<file path="src/rtl/tcpc_tx_pkg.sv">
// Shared types and constants for the TCPC transmit request path.
package tcpc_tx_pkg;

  localparam int unsigned FRAME_TYPE_W = 3;
  localparam int unsigned RETRY_W      = 2;
  localparam int unsigned TX_RETRY_W   = 8;
  localparam int unsigned WD_W         = 16;

  localparam logic [FRAME_TYPE_W-1:0] FT_SOP         = 3'd0;
  localparam logic [FRAME_TYPE_W-1:0] FT_SOP_P       = 3'd1;
  localparam logic [FRAME_TYPE_W-1:0] FT_SOP_PP      = 3'd2;
  localparam logic [FRAME_TYPE_W-1:0] FT_DBG_P       = 3'd3;
  localparam logic [FRAME_TYPE_W-1:0] FT_DBG_PP      = 3'd4;
  localparam logic [FRAME_TYPE_W-1:0] FT_HARD_RESET  = 3'd5;
  localparam logic [FRAME_TYPE_W-1:0] FT_CABLE_RESET = 3'd6;
  localparam logic [FRAME_TYPE_W-1:0] FT_BIST_CM2    = 3'd7;

  typedef enum logic [2:0] {
    ST_IDLE       = 3'd0,
    ST_ISSUE_GCRC = 3'd1,
    ST_WAIT_GCRC  = 3'd2,
    ST_ISSUE_MSG  = 3'd3,
    ST_WAIT_MSG   = 3'd4
  } tx_state_e;

  typedef struct packed {
    logic                    valid;
    logic [FRAME_TYPE_W-1:0] frame_type;
    logic [RETRY_W-1:0]      retry;
  } tx_slot_t;

  // SOP* and debug frames yield to an incoming message; resets never do.
  function automatic logic is_discardable(input logic [FRAME_TYPE_W-1:0] frame_type);
    return (frame_type <= FT_DBG_PP);
  endfunction

endpackage

</file>
<file path="src/rtl/tx_watchdog.sv">
// Completion watchdog: counts WAIT cycles and flags when the limit is reached.
module tx_watchdog
  import tcpc_tx_pkg::*;
#(
  parameter int unsigned TIMEOUT_CYCLES = 255
) (
  input  logic Clock,
  input  logic Reset,
  input  logic clear,
  input  logic enable,
  output logic timeout_c
);

  logic [WD_W-1:0] count;

  // Saturates so an unattended counter can never wrap back below the limit.
  always_ff @(posedge Clock or posedge Reset) begin
    if (Reset) begin
      count <= '0;
    end else if (clear) begin
      count <= '0;
    end else if (enable && (count != '1)) begin
      count <= count + WD_W'(1);
    end
  end

  assign timeout_c = enable && (count == WD_W'(TIMEOUT_CYCLES));

endmodule

</file>
<file path="src/rtl/tx_request_arbiter.sv">
// Shares the transmit engine between GoodCRC replies and TCPM TRANSMIT requests,
// and converts engine outcomes into TCPM transmit alerts.
module tx_request_arbiter
  import tcpc_tx_pkg::*;
#(
  parameter int unsigned TIMEOUT_CYCLES = 255
) (
  input  logic                    Clock,
  input  logic                    Reset,
  input  logic                    GoodCRCReq,
  input  logic [FRAME_TYPE_W-1:0] GoodCRCType,
  output logic                    GoodCRCAck,
  input  logic                    TransmitWrite,
  input  logic [15:0]             TRANSMIT,
  input  logic                    RxMessageReceived,
  output logic                    TxStart,
  output logic [FRAME_TYPE_W-1:0] TxFrameType,
  output logic                    TxIsGoodCRC,
  output logic [TX_RETRY_W-1:0]   TxRetryCount,
  input  logic                    TxSuccess,
  input  logic                    TxFailed,
  output logic                    Alert_TransmitSuccessful,
  output logic                    Alert_TransmitFailed,
  output logic                    Alert_TransmitDiscarded,
  output logic                    Busy
);

  tx_state_e state, state_d;
  tx_slot_t  slot, slot_d;

  logic                    ack_d;
  logic                    start_d;
  logic [FRAME_TYPE_W-1:0] frame_type_d;
  logic                    is_gcrc_d;
  logic [TX_RETRY_W-1:0]   retry_d;
  logic                    alert_succ_d;
  logic                    alert_fail_d;
  logic                    alert_disc_d;
  logic                    busy_d;

  logic discard_hit;
  logic wd_timeout;
  logic wd_clear;
  logic wd_enable;

  logic [10:0] unused_transmit_bits;
  assign unused_transmit_bits = {TRANSMIT[15:6], TRANSMIT[3]};

  assign wd_clear  = (state == ST_ISSUE_GCRC) || (state == ST_ISSUE_MSG);
  assign wd_enable = (state == ST_WAIT_GCRC) || (state == ST_WAIT_MSG);

  tx_watchdog #(
    .TIMEOUT_CYCLES(TIMEOUT_CYCLES)
  ) u_watchdog (
    .Clock    (Clock),
    .Reset    (Reset),
    .clear    (wd_clear),
    .enable   (wd_enable),
    .timeout_c(wd_timeout)
  );

  // A pending entry that is discarded this cycle must not also be issued.
  assign discard_hit = RxMessageReceived && slot.valid && is_discardable(slot.frame_type);

  always_ff @(posedge Clock or posedge Reset) begin
    if (Reset) begin
      state <= ST_IDLE;
    end else begin
      state <= state_d;
    end
  end

  always_comb begin
    state_d      = state;
    slot_d       = slot;
    ack_d        = 1'b0;
    start_d      = 1'b0;
    frame_type_d = TxFrameType;
    is_gcrc_d    = TxIsGoodCRC;
    retry_d      = TxRetryCount;
    alert_succ_d = 1'b0;
    alert_fail_d = 1'b0;
    alert_disc_d = 1'b0;

    case (state)
      ST_IDLE: begin
        if (GoodCRCReq) begin
          state_d      = ST_ISSUE_GCRC;
          ack_d        = 1'b1;
          start_d      = 1'b1;
          is_gcrc_d    = 1'b1;
          frame_type_d = GoodCRCType;
          retry_d      = '0;
        end else if (slot.valid && !discard_hit) begin
          state_d      = ST_ISSUE_MSG;
          start_d      = 1'b1;
          is_gcrc_d    = 1'b0;
          frame_type_d = slot.frame_type;
          retry_d      = {6'b0, slot.retry};
          slot_d.valid = 1'b0;
        end
      end
      ST_ISSUE_GCRC: state_d = ST_WAIT_GCRC;
      ST_ISSUE_MSG:  state_d = ST_WAIT_MSG;
      ST_WAIT_GCRC: begin
        if (TxSuccess || TxFailed || wd_timeout) begin
          state_d = ST_IDLE;
        end
      end
      ST_WAIT_MSG: begin
        if (TxSuccess) begin
          alert_succ_d = 1'b1;
          state_d      = ST_IDLE;
        end else if (TxFailed || wd_timeout) begin
          alert_fail_d = 1'b1;
          state_d      = ST_IDLE;
        end
      end
      default: state_d = ST_IDLE;
    endcase

    if (discard_hit) begin
      slot_d.valid = 1'b0;
      alert_disc_d = 1'b1;
    end

    // New write lands after any discard/issue of the old entry.
    if (TransmitWrite) begin
      if (TRANSMIT[2:0] == FT_BIST_CM2) begin
        alert_fail_d = 1'b1;
      end else begin
        if (slot_d.valid) begin
          alert_disc_d = 1'b1;
        end
        slot_d.valid      = 1'b1;
        slot_d.frame_type = TRANSMIT[2:0];
        slot_d.retry      = TRANSMIT[5:4];
      end
    end

    busy_d = (state_d != ST_IDLE) || slot_d.valid;
  end

  always_ff @(posedge Clock or posedge Reset) begin
    if (Reset) begin
      slot                     <= '0;
      GoodCRCAck               <= 1'b0;
      TxStart                  <= 1'b0;
      TxFrameType              <= '0;
      TxIsGoodCRC              <= 1'b0;
      TxRetryCount             <= '0;
      Alert_TransmitSuccessful <= 1'b0;
      Alert_TransmitFailed     <= 1'b0;
      Alert_TransmitDiscarded  <= 1'b0;
      Busy                     <= 1'b0;
    end else begin
      slot                     <= slot_d;
      GoodCRCAck               <= ack_d;
      TxStart                  <= start_d;
      TxFrameType              <= frame_type_d;
      TxIsGoodCRC              <= is_gcrc_d;
      TxRetryCount             <= retry_d;
      Alert_TransmitSuccessful <= alert_succ_d;
      Alert_TransmitFailed     <= alert_fail_d;
      Alert_TransmitDiscarded  <= alert_disc_d;
      Busy                     <= busy_d;
    end
  end

endmodule

</file>
<file path="config.mk">
export PLATFORM = sky130hd
export DESIGN_NAME = tx_request_arbiter
export DESIGN_NICKNAME = d
export VERILOG_FILES = /design/src/rtl/tcpc_tx_pkg.sv /design/src/rtl/tx_watchdog.sv /design/src/rtl/tx_request_arbiter.sv
export SDC_FILE = /design/constraint.sdc
export NUM_CORES = 1
export LEC_CHECK = 0
export CORE_MARGIN = 3
export CORE_UTILIZATION = 45
export CTS_BUF_LIST = sky130_fd_sc_hd__clkbuf_4 sky130_fd_sc_hd__clkbuf_8
export DETAILED_ROUTE_END_ITERATION = 12
export GPL_TIMING_DRIVEN = 0
export PLACE_DENSITY = 0.74
export SETUP_SLACK_MARGIN = 0.15
export SLEW_MARGIN = 20
export SYNTH_ARGS = -nofsm -noshare
export SYNTH_HDL_FRONTEND = slang
export SYNTH_SLANG_ARGS = --single-unit
export TNS_END_PERCENT = 10
</file>
<file path="constraint.sdc">
create_clock -name Clock -period 2.48 [get_ports Clock]
set_clock_uncertainty 0.15 [all_clocks]
set_input_delay 0.496 -clock Clock [delete_from_list [all_inputs] [get_ports Clock]]
set_output_delay 0.496 -clock Clock [all_outputs]
set_load 0.03 [all_outputs]
</file>
==> impl_results.md <==
* Outcome: finished, final reports clean
* Critical path arrival at roughly 2 ns
* Detailed Place HPWL at 2.73 mm
* Synth cell types at between 40 and 50
* Synth-to-Final Area Change at 23.7%
* Final total power at about 2.2 mW
* Largest area contributor in the netlist: dfrtp_1
* Total of max-cap violations at 0
* # nets final at between 200 and 300
* Tcrit/Tclk final at between 80 and 90%
* GRT Residual Overflow at 0
* Rel. slew slack at about half
* Via Count at between 1,500 and 2,000
* CTS HTree Levels at 2
* Placed Cells at 285
* Tmin final at a little over 2 ns
* All-Layer GR Usage at around 17%
* Postcts setup bufs at 0
* Layout Cells excl Fill at between 200 and 300
* Clock buffer depth at 2
* Yosys top cell area share at a little under 50%
* Primary FF master, synth: dfrtp_1
* CTS tree: yes
* CP max-delay cell: dfrtp_1
* Diodes inserted at 0
* Iter 0 DRT Violations at between 90 and 100
* Clock slew at reported path FFs at approximately 0.080 ns
* Post-CTS Hold Buffers at 0
* Synthesized area per cell at 9.31 um^2
* Final setup viols at 0
* Flops & latches, synth at 37
* Final Hold Vio Count at 0
* Most common cell in the synthesized netlist: dfrtp_1
* Unrepaired setup endpoints after global routing: false
* CP peak stage delay at between 0.4 and 0.5 ns
* Maximum VDD drop at around 0.64 mV
* Hold Path Class: flop to flop
* Post-route ant nets at 0
* Worst-margin pin slew at 0.744 ns
* CP Max Fanout at 7
* Final Cell Area at around 2400 um^2
* I/O pin count at 44
* Final Max Slew Viols at 0
* Worst flop-to-flop path startpoint: u_watchdog.count[0]$_DFFE_PP0P_
* Filler cell count at roughly 360
* Via density per instance at roughly 5.4
* Drt wl/cell at 13.1 um
* Leakage at about 1.1 nW
* Register area share after synthesis at 48.5%
* Layout cells sized above 1 at around 12%
* Initial antenna violation count at 0
* Synth top area cells: dfrtp_1, nand2_1, nor2_1
* CP startpoint: u_watchdog.count[0]$_DFFE_PP0P_
* Pre-CTS setup slack at about 0.27 ns
* Dpl cell area at around 2200 um^2
* PwrDens at about 900 nW/um^2
* Critical path, cell by cell: ha_1 -> and3b_1 -> nand4_2 -> nor2_2 -> o31ai_1 -> or3_1
* # resized after CTS at 0
* F_max at slightly below 500 MHz
* Setup WS post-layout at between 0.4 and 0.5 ns
* Post-synth EDFFs at 0
* Synth top cells by count: dfrtp_1, nand2_1, nor2_1
* GPL Wtd Cong at ~0.80
* Post-layout util at around three fifths
* Clock Latency Late Sink at roughly 0.30 ns
* Die ar. at between 5000 and 6000 um^2
* HP Start: slot[1]$_DFFE_PP0P_
* Hold Slack at 0.337 ns
* CP required at roughly 2.5 ns
* CP Class: flop to flop
* Cells after synthesis at a little over 200
* Core area at between 4000 and 5000 um^2
* Nature of the critical path endpoint: flop
* Initial Utilization at between 40% and 50%
* Die span in x at slightly above 70 um
* Ys async rst share at 100%
* Final setup TNS at 0 ns
* Worst setup SP type: flop
* Clk sinks at 37
* Vias in the first global route at 1,497
* Cell family contributing the most delay on the critical path: simple AND/OR/NAND/NOR gates
* First-pass GRT wire length at 6.78 mm
* Row count at 23
* DRC errors left at 0
* PortBufs at 25
* Post-Syn Area at roughly 1900 um^2
* Die Y at between 70 and 80 um
* Root Buffer Master: clkbuf_8
* Final WL at ~3.8 mm
* Ys Warns at 0
* Detailed Routing Iterations Pass 1 at 4
* CP bufs+invs at 0
* Num CTS Buffers at 5
* Largest net degree at the start of global routing at 38
==> report_power, final <==
group	internal, mW	switching [mW]	total (mW)	leakage (nW)
Combinational	0.314	0.489	0.802	0.529
Clock	0.327	0.229	0.556	0.0574
Sequential	0.722	0.0783	0.801	0.481
==> worst paths after layout <==
path / cells past startpoint / slack (ns) / endpoint
setup / recovery: 6 / 0.45 / Busy$_DFF_PP0_
max in group asynchronous: 2 / 1.21 / u_watchdog.count[8]$_DFFE_PP0P_
min in group asynchronous: 2 / 0.49 / u_watchdog.count[3]$_DFFE_PP0P_
hold / removal: 2 / 0.34 / slot[1]$_DFFE_PP0P_
setup reg to reg: 6 / 0.45 / Busy$_DFF_PP0_
hold reg to reg: 2 / 0.34 / slot[1]$_DFFE_PP0P_
==> routing by layer <==
layer / routed length [um] / GRT usage (%) / vias up
met5: 0 / 0 / -
met4: 27 / 5.64 / 0
met3: 202 / 5.54 / 4
met2: 1850 / 26.6 / 36
met1: 1760 / 21.7 / 744
li1: - / - / 792
==> state kept, by name, summed over array words and instances (netlist names) <==
signal	flops
TxFrameType	3
u_watchdog.count	16
Alert_TransmitSuccessful	1
state	3
TxRetryCount	2
TxStart	1
slot	6
Busy	1
Alert_TransmitFailed	1
TxIsGoodCRC	1
GoodCRCAck	1
Alert_TransmitDiscarded	1
==> worst register-to-register path, delay by kind of cell, from the launching register on <==
kind / cells / cell delay, ns
flops: 1 / 0.42
fa+ha+maj: 1 / 0.24
simple gates: 4 / 1.00
compound gates: 1 / 0.11
==> cell usage in the layout, fill, tap and decap left out, types with 3 or more instances in the layout <==
cell,instances
o21ai_1,3
a21oi_1,5
nor3_1,10
buf_2,3
conb_1,6
dfrtp_1,37
inv_1,8
xnor2_1,6
and3_1,3
o22ai_1,3
nor4_1,4
o31ai_1,3
nand3_1,7
o21ai_0,14
or3_1,3
nor2_1,22
nand2_1,26
buf_4,6
mux2i_1,3
clkdlybuf4s50_1,25
clkbuf_8,6
==> logic make-up after synthesis <==
family,Yosys count,share of synthesized area (%)
flops,37,48.5
xor+xnor,9,4.52
simple gates,93,25.8
buf+inv,20,5.51
other cells,1,0.197
fa+ha+maj,1,0.656
compound gates,41,13.2
mux,3,1.57
==> area by class of cell <==
class / instances / area [um^2] / share of cell area [%]
Buffer: 11 / 71.3 / 3.02
Clock inverter: 2 / 37.5 / 1.59
Sequential cell: 37 / 926 / 39.2
Inverter: 9 / 33.8 / 1.43
Multi-Input combinational cell: 153 / 896 / 38.0
Timing Repair Buffer: 25 / 250 / 10.6
Clock buffer: 6 / 82.6 / 3.50
Tap cell: 50 / 62.6 / 2.65
(Power assumes the default switching activity.)
